===== src/rtl/booth_ctrl.sv =====
`default_nettype none
// ============================================================================
// booth_ctrl : sequencer for a radix-2 Booth multiplier datapath (A, Q, M, Q-1)
// Optional feature: define BOOTH_STAT_EN to add the op_cnt add/sub counter.
// Revision: 1.0
// ============================================================================
module booth_ctrl #(
  parameter int WIDTH = 16,
  parameter int CNT_W = 5
) (
  input  logic clk,
  input  logic rst_n,
  input  logic start,
  input  logic q0,
  input  logic qm1,
  output logic ldM,
  output logic ldQ,
  output logic clrQ,
  output logic sftQ,
  output logic ldA,
  output logic clrA,
  output logic sftA,
  output logic clrFF,
  output logic sftFF,
  output logic addsub,
  output logic busy,
  output logic done
`ifdef BOOTH_STAT_EN
  ,
  output logic [CNT_W-1:0] op_cnt
`endif
);

  typedef enum logic [2:0] {
    S_IDLE   = 3'd0,
    S_LOAD   = 3'd1,
    S_DECIDE = 3'd2,
    S_ADDSUB = 3'd3,
    S_SHIFT  = 3'd4,
    S_DONE   = 3'd5
  } state_t;

  state_t           state_q, state_d;
  logic [CNT_W-1:0] cnt_q, cnt_d;
  // Only qm1 of the decided pair is kept: 01 selects add, 10 selects subtract.
  logic             op_q, op_d;

  always_ff @(posedge clk or negedge rst_n) begin
    if (!rst_n) begin
      state_q <= S_IDLE;
      cnt_q   <= '0;
      op_q    <= 1'b0;
    end else begin
      state_q <= state_d;
      cnt_q   <= cnt_d;
      op_q    <= op_d;
    end
  end

  always_comb begin
    state_d = state_q;
    cnt_d   = cnt_q;
    op_d    = op_q;
    ldM     = 1'b0;
    ldQ     = 1'b0;
    clrQ    = 1'b0;
    sftQ    = 1'b0;
    ldA     = 1'b0;
    clrA    = 1'b0;
    sftA    = 1'b0;
    clrFF   = 1'b0;
    sftFF   = 1'b0;
    done    = 1'b0;
    case (state_q)
      S_IDLE: begin
        if (start) state_d = S_LOAD;
      end
      S_LOAD: begin
        ldM     = 1'b1;
        ldQ     = 1'b1;
        clrA    = 1'b1;
        clrFF   = 1'b1;
        cnt_d   = CNT_W'(WIDTH);
        state_d = S_DECIDE;
      end
      S_DECIDE: begin
        if (q0 ^ qm1) begin
          op_d    = qm1;
          state_d = S_ADDSUB;
        end else begin
          state_d = S_SHIFT;
        end
      end
      S_ADDSUB: begin
        ldA     = 1'b1;
        state_d = S_SHIFT;
      end
      S_SHIFT: begin
        sftA    = 1'b1;
        sftQ    = 1'b1;
        sftFF   = 1'b1;
        cnt_d   = cnt_q - CNT_W'(1);
        state_d = (cnt_q == CNT_W'(1)) ? S_DONE : S_DECIDE;
      end
      S_DONE: begin
        done    = 1'b1;
        state_d = S_IDLE;
      end
      default: state_d = S_IDLE;
    endcase
  end

  assign addsub = op_q;
  assign busy   = (state_q != S_IDLE);

`ifdef BOOTH_STAT_EN
  logic [CNT_W-1:0] op_cnt_q;

  always_ff @(posedge clk or negedge rst_n) begin
    if (!rst_n) begin
      op_cnt_q <= '0;
    end else if (state_q == S_LOAD) begin
      op_cnt_q <= '0;
    end else if ((state_q == S_DECIDE) && (q0 ^ qm1)) begin
      op_cnt_q <= op_cnt_q + CNT_W'(1);
    end
  end

  assign op_cnt = op_cnt_q;
`endif

endmodule
`default_nettype wire


===== config.mk =====
export PLATFORM = sky130hd
export DESIGN_NAME = booth_ctrl
export DESIGN_NICKNAME = d
export VERILOG_FILES = /design/src/rtl/booth_ctrl.sv
export SDC_FILE = /design/constraint.sdc
export NUM_CORES = 1
export LEC_CHECK = 0
export ABC_CLOCK_PERIOD_IN_PS = 1550
export CAP_MARGIN = 15
export CORE_AREA = 2 2 39 41
export CTS_BUF_LIST = sky130_fd_sc_hd__clkbuf_8 sky130_fd_sc_hd__clkbuf_16
export DETAILED_ROUTE_END_ITERATION = 10
export DIE_AREA = 0 0 41 43
export GPL_ROUTABILITY_DRIVEN = 0
export PLACE_DENSITY = 0.72
export SLEW_MARGIN = 20
export SYNTH_ARGS = -nofsm -noshare
export SYNTH_HDL_FRONTEND = slang
export SYNTH_SLANG_ARGS = --single-unit
export TNS_END_PERCENT = 30

===== constraint.sdc =====
create_clock -name clk -period 1.55 [get_ports clk]
set_input_delay 0.31 -clock clk [delete_from_list [all_inputs] [get_ports clk]]
set_output_delay 0.31 -clock clk [all_outputs]
set_load 0.02 [all_outputs]

### Yosys cells after proc, flatten, opt, wreduce, memory -nomap -nowiden

Cells that the tools add are included.

| word-level totals | value |
|---|---|
| flip-flop bits (word level) | 9 |
| bits in latches | 0 |
| bits in writable memories | 0 |
| memory bits (read-only) | 0 |
| bits of input ports | 5 |
| output and inout bits | 12 |
| word-level logic and storage cells | 25 |
| memories kept | 0 |

| cells by class | value |
|---|---|
| add/sub/neg operators | 1 |
| multiply operators | 0 |
| div/mod/pow operators | 0 |
| order comparisons | 0 |
| eq/ne operators | 7 |
| shift operators | 0 |
| muxes and demuxes | 9 |
| bitwise operators | 1 |
| reduce and logical (&&, ||, !) cells | 4 |

Operators by type and width:

| operator | count |
|---|---|
| $pmux 3 s5 | 1 |
| $pmux 5 s2 | 1 |
| $mux 3 | 3 |
| $eq 3x2->1 const B | 2 |
| $eq 3x3->1 const B | 2 |
| $eq 5x1->1 const B | 1 |
| $sub 5x1->5 const B | 1 |
| $mux 1 | 4 |
| $eq 3x1->1 const B | 1 |
| $logic_not 3->1 | 1 |
| $reduce_bool 3->1 | 1 |
| $ne 2x2->1 const B | 1 |
| $reduce_and 2->1 | 1 |
| $reduce_bool 2->1 | 1 |
| $xor 1x1->1 | 1 |

### Logic depth before layout (Yosys ltp)

| depth | value |
|---|---|
| word-level depth | 3 |
| mapped depth | 5 |
| mapped depth without buffers | 5 |

### Worst setup path before layout

OpenSTA, ideal clock, no wires.

| timing | value |
|---|---|
| kind | flip-flop to output port |
| from | register state_q[2] |
| to | output port clrFF |
| arrival | 1.309 ns |
| required time | 1.240 ns |
| setup slack | -0.069 ns |
| cell stages (with the launch flop) | 5 |
| path buffers | 2 |
| cells stage by stage | dfrtp_1 > or3b_1 > clkbuf_1 > inv_1 > buf_4 |

| on the way | value |
|---|---|
| cells in the longest elaborated chain, start to end | 2 |

Ends and longest elaborated chain:

| element | line | source |
|---|---|---|
| from (decl) | 43 | `state_t state_q, state_d;` |
| from (signal assigned) | 54 | `state_q <= state_d;` |
| $eq 3x1->1 | n/a |  |
| $mux 1 | n/a |  |
| to (decl) | 23 | `output logic clrFF,` |

Every way passes these cells.

### Final worst setup path

| timing | value |
|---|---|
| from | register state_q[1] |
| to | output port busy |

| on the way | value |
|---|---|
| cells in the longest elaborated chain, start to end | 1 |

Ends and longest elaborated chain:

| element | line | source |
|---|---|---|
| $reduce_bool 3->1 | 114 | `assign busy = (state_q != S_IDLE);` |
| to (decl) | 26 | `output logic busy,` |

Every way passes these cells.

==> results.cfg <==
[placement]
dp_hpwl_um = 778
dpl-instance-area_sq_um = 722
portBuffers = 15

[worst_setup_path]
critPathRequiredTime_ns = 1.24
max_stage_delay_ns = 0.40
start_kind = register
crit_path_frequent_cell = buf_6
critPathSlowestCell = dfrtp_1
rr_worst_depth = 4
reg2reg_slack_ns = 0.08
crit_arrival_ns = 1.28
worstSetupPathType = register to primary output
r2r_end = cnt_q[3]
r2r-start = state_q[0]
end_kind = primary output
path_max_fanout = 4
worstPathCellList = buf_6 > or3_4 > buf_6

[global_route]
grt_max_degree = 10
track_usage = 0.151
antenna_found_initial = 0
grt_pass1_vias = 386
grt_pass1_wl_mm = 1.65
grt_overflow = 0

[logic_synthesis]
synthSimpleGateAreaFrac = 0.242
ys_warn_count = 0
synth_nets = 63
yosys.area_share.xor_xnor = 0.0157
ys_seq_area_frac = 0.403
syn_inst = 56
ys_seq_elements = 9
avgSynthCellArea_sq_um = 9.99
ys_types = 28
synth-compound-area-share = 0.103
netlist_area_sq_um = 559
yosys.area_share.adder = 0.0447
synth_top_family_by_area = simple AND/OR/NAND/NOR gates
synth.area.mux_share = 0.0358

[job]
drv_cap = 0

[sta]
timing_hold_violations_final = 0
setup_violations = 8
min_period_ns = 1.59
rsz0062_at_grt = yes
fin_tns_setup_ns = -0.112
fin_crit_sh = 1.03
fmax_mhz = 629
worst_slack_ns = -0.0398
whs_ns = 0.372
fin_skew_ns = 0.00326
final_max_slew_viol_count = 0

[detailed_routing]
avgViaCountPerCell = 5.14
post_drt_wl_per_cell_um = 11.6
drt_iter0_drc = 7
drt_pre_antenna_iters = 4
drc = 0
vias = 468
ant_nets = 0
wirelength_mm = 1.06

[layout]
layout.nets = 83
area_delta_synth_final_pct = 41.4
regArea_sq_um = 225
fin_area_sq_um = 791
fill_cells = 130
drive_gt1_frac = 0.400
mostFrequentLayoutCells = dfrtp_1, buf_4, buf_6
antenna_cells = 0
multiInputGateArea_sq_um = 265

[floorplan]
fp.dieH_um = 43
die_area_sq_mm = 0.00176
boundaryPins = 17
start_util = 0.404
core_sq_mm = 0.00138
placementRows = 14
die_w_um = 41

[pwr]
switching_share = 0.393
p_sw_w = 0.000635
ir_drop_mv = 1.01
power_frac_seq = 0.264
internal_power_w = 0.000981
power.density_mw_per_mm2 = 2040
leakagePower_nw = 0.389
power_frac_clock = 0.160
p_comb_frac = 0.576

[hold_path]
hold_path.class = primary input to asynchronous set/reset pin

[outcome]
run_status = finished with violations
violations = setup timing

[clock_network]
numCtsBuffers = 3
path_clk_slew_ns = 0.04
cts.path.max_buffers = 2
clk_latency_ns = 0.23
cts-root-buf = clkbuf_8
cts_sinks = 9
cts_tree = yes
htree_num_levels = 1
[power by group through the flow]
stage               clock, W  combinational (W)  sequential, W
floorplan                  0           0.000526       0.000436
global placement           0           0.000842       0.000420
finish              0.000259           0.000930       0.000427
CTS                 0.000267           0.000885       0.000424
global route        0.000283            0.00101       0.000443
detailed placement         0           0.000851       0.000421
[logic make-up after synthesis]
| group | count (synthesis) |
|---|---|
| DFF | 9 |
| muxes | 2 |
| AOI/OAI and AO/OA | 9 |
| adders and majority gates | 2 |
| other | 1 |
| and+or+nand+nor | 19 |
| xor gates and xnor gates | 1 |
| buffers and inverters | 13 |
[cells in the mapped netlist]
master	n	area (sq um)
clkbuf_1	1	3.75
a21oi_1	2	10.0
or3b_1	2	17.5
nor2b_1	1	6.26
and3_1	1	6.26
or4b_2	1	10.0
nand3_1	3	15.0
nor4_4	1	21.3
a31oi_1	1	6.26
nand2_2	1	6.26
o211ai_1	1	7.51
nand2_1	4	15.0
conb_1	1	3.75
nor3b_1	3	22.5
xor2_1	1	8.76
ha_1	2	25.0
or3_1	1	6.26
buf_6	1	11.3
inv_1	4	15.0
clkinv_4	1	8.76
nor4b_1	1	8.76
a211oi_1	1	7.51
o21ai_1	2	10.0
dfrtp_1	9	225
o41ai_1	1	8.76
o31ai_1	1	7.51
mux2i_1	2	20.0
buf_4	6	45.0
[what timing repair did]
action                                  CTS  global route
gates cloned                              0             0
endpoints found under the setup margin   10            11
buffers inserted                          1             0
resized for setup                        53             9
pin swaps                                 2             0
hold buffers                              0             0
[flip-flops by register name (all words and copies together), names as in the netlist]
name,cells
addsub,1
state_q,3
cnt_q,5
[worst max-delay path by stage]
stage / start / end / slack [ns] / cells after the start
floorplan: state_q[2] / clrFF / 0.02 / 4
global placement: state_q[1] / sftA / -0.22 / 3
detailed placement: state_q[1] / ldM / -0.23 / 3
CTS: state_q[1] / busy / -0.03 / 3
global route: state_q[1] / busy / -0.07 / 3
finish: state_q[1] / busy / -0.04 / 3
[per-layer routing]
metal  vias to the layer above  part of all wire  routed length (um)  track usage
met5                         -                 0                   0            0
met4                         0             0.022                  23        0.120
met3                         4             0.060                  63       0.0471
met2                        22              0.49                 520        0.206
met1                       215              0.42                 449        0.185
li1                        227                 -                   -            -
[stage by stage]
stage | worst slack, ns | util | cells | total power [W]
floorplan | 0.0244 | - | 56 | 0.000962
global placement | -0.223 | 0.522 | 86 | 0.00126
detailed placement | -0.233 | 0.522 | 86 | 0.00127
CTS | -0.0316 | 0.556 | 91 | 0.00158
global route | -0.0708 | 0.571 | 91 | 0.00173
finish | -0.0398 | 0.571 | 91 | 0.00162
[area by class of cell]
cell class / instances / share of cell area
Multi-Input combinational cell: 34 / 0.335
Clock inverter: 1 / 0.00475
Inverter: 5 / 0.0332
Sequential cell: 9 / 0.285
Clock buffer: 3 / 0.0522
Tap cell: 16 / 0.0253
Timing Repair Buffer: 23 / 0.264
[critical path: cells and delay by family, from the launching register on]
family                 cells  cell delay, ns
buffers and inverters      2            0.27
flip-flops                 1            0.40
AND/OR/NAND/NOR            1            0.38
Power figures use the tool's default switching activity.
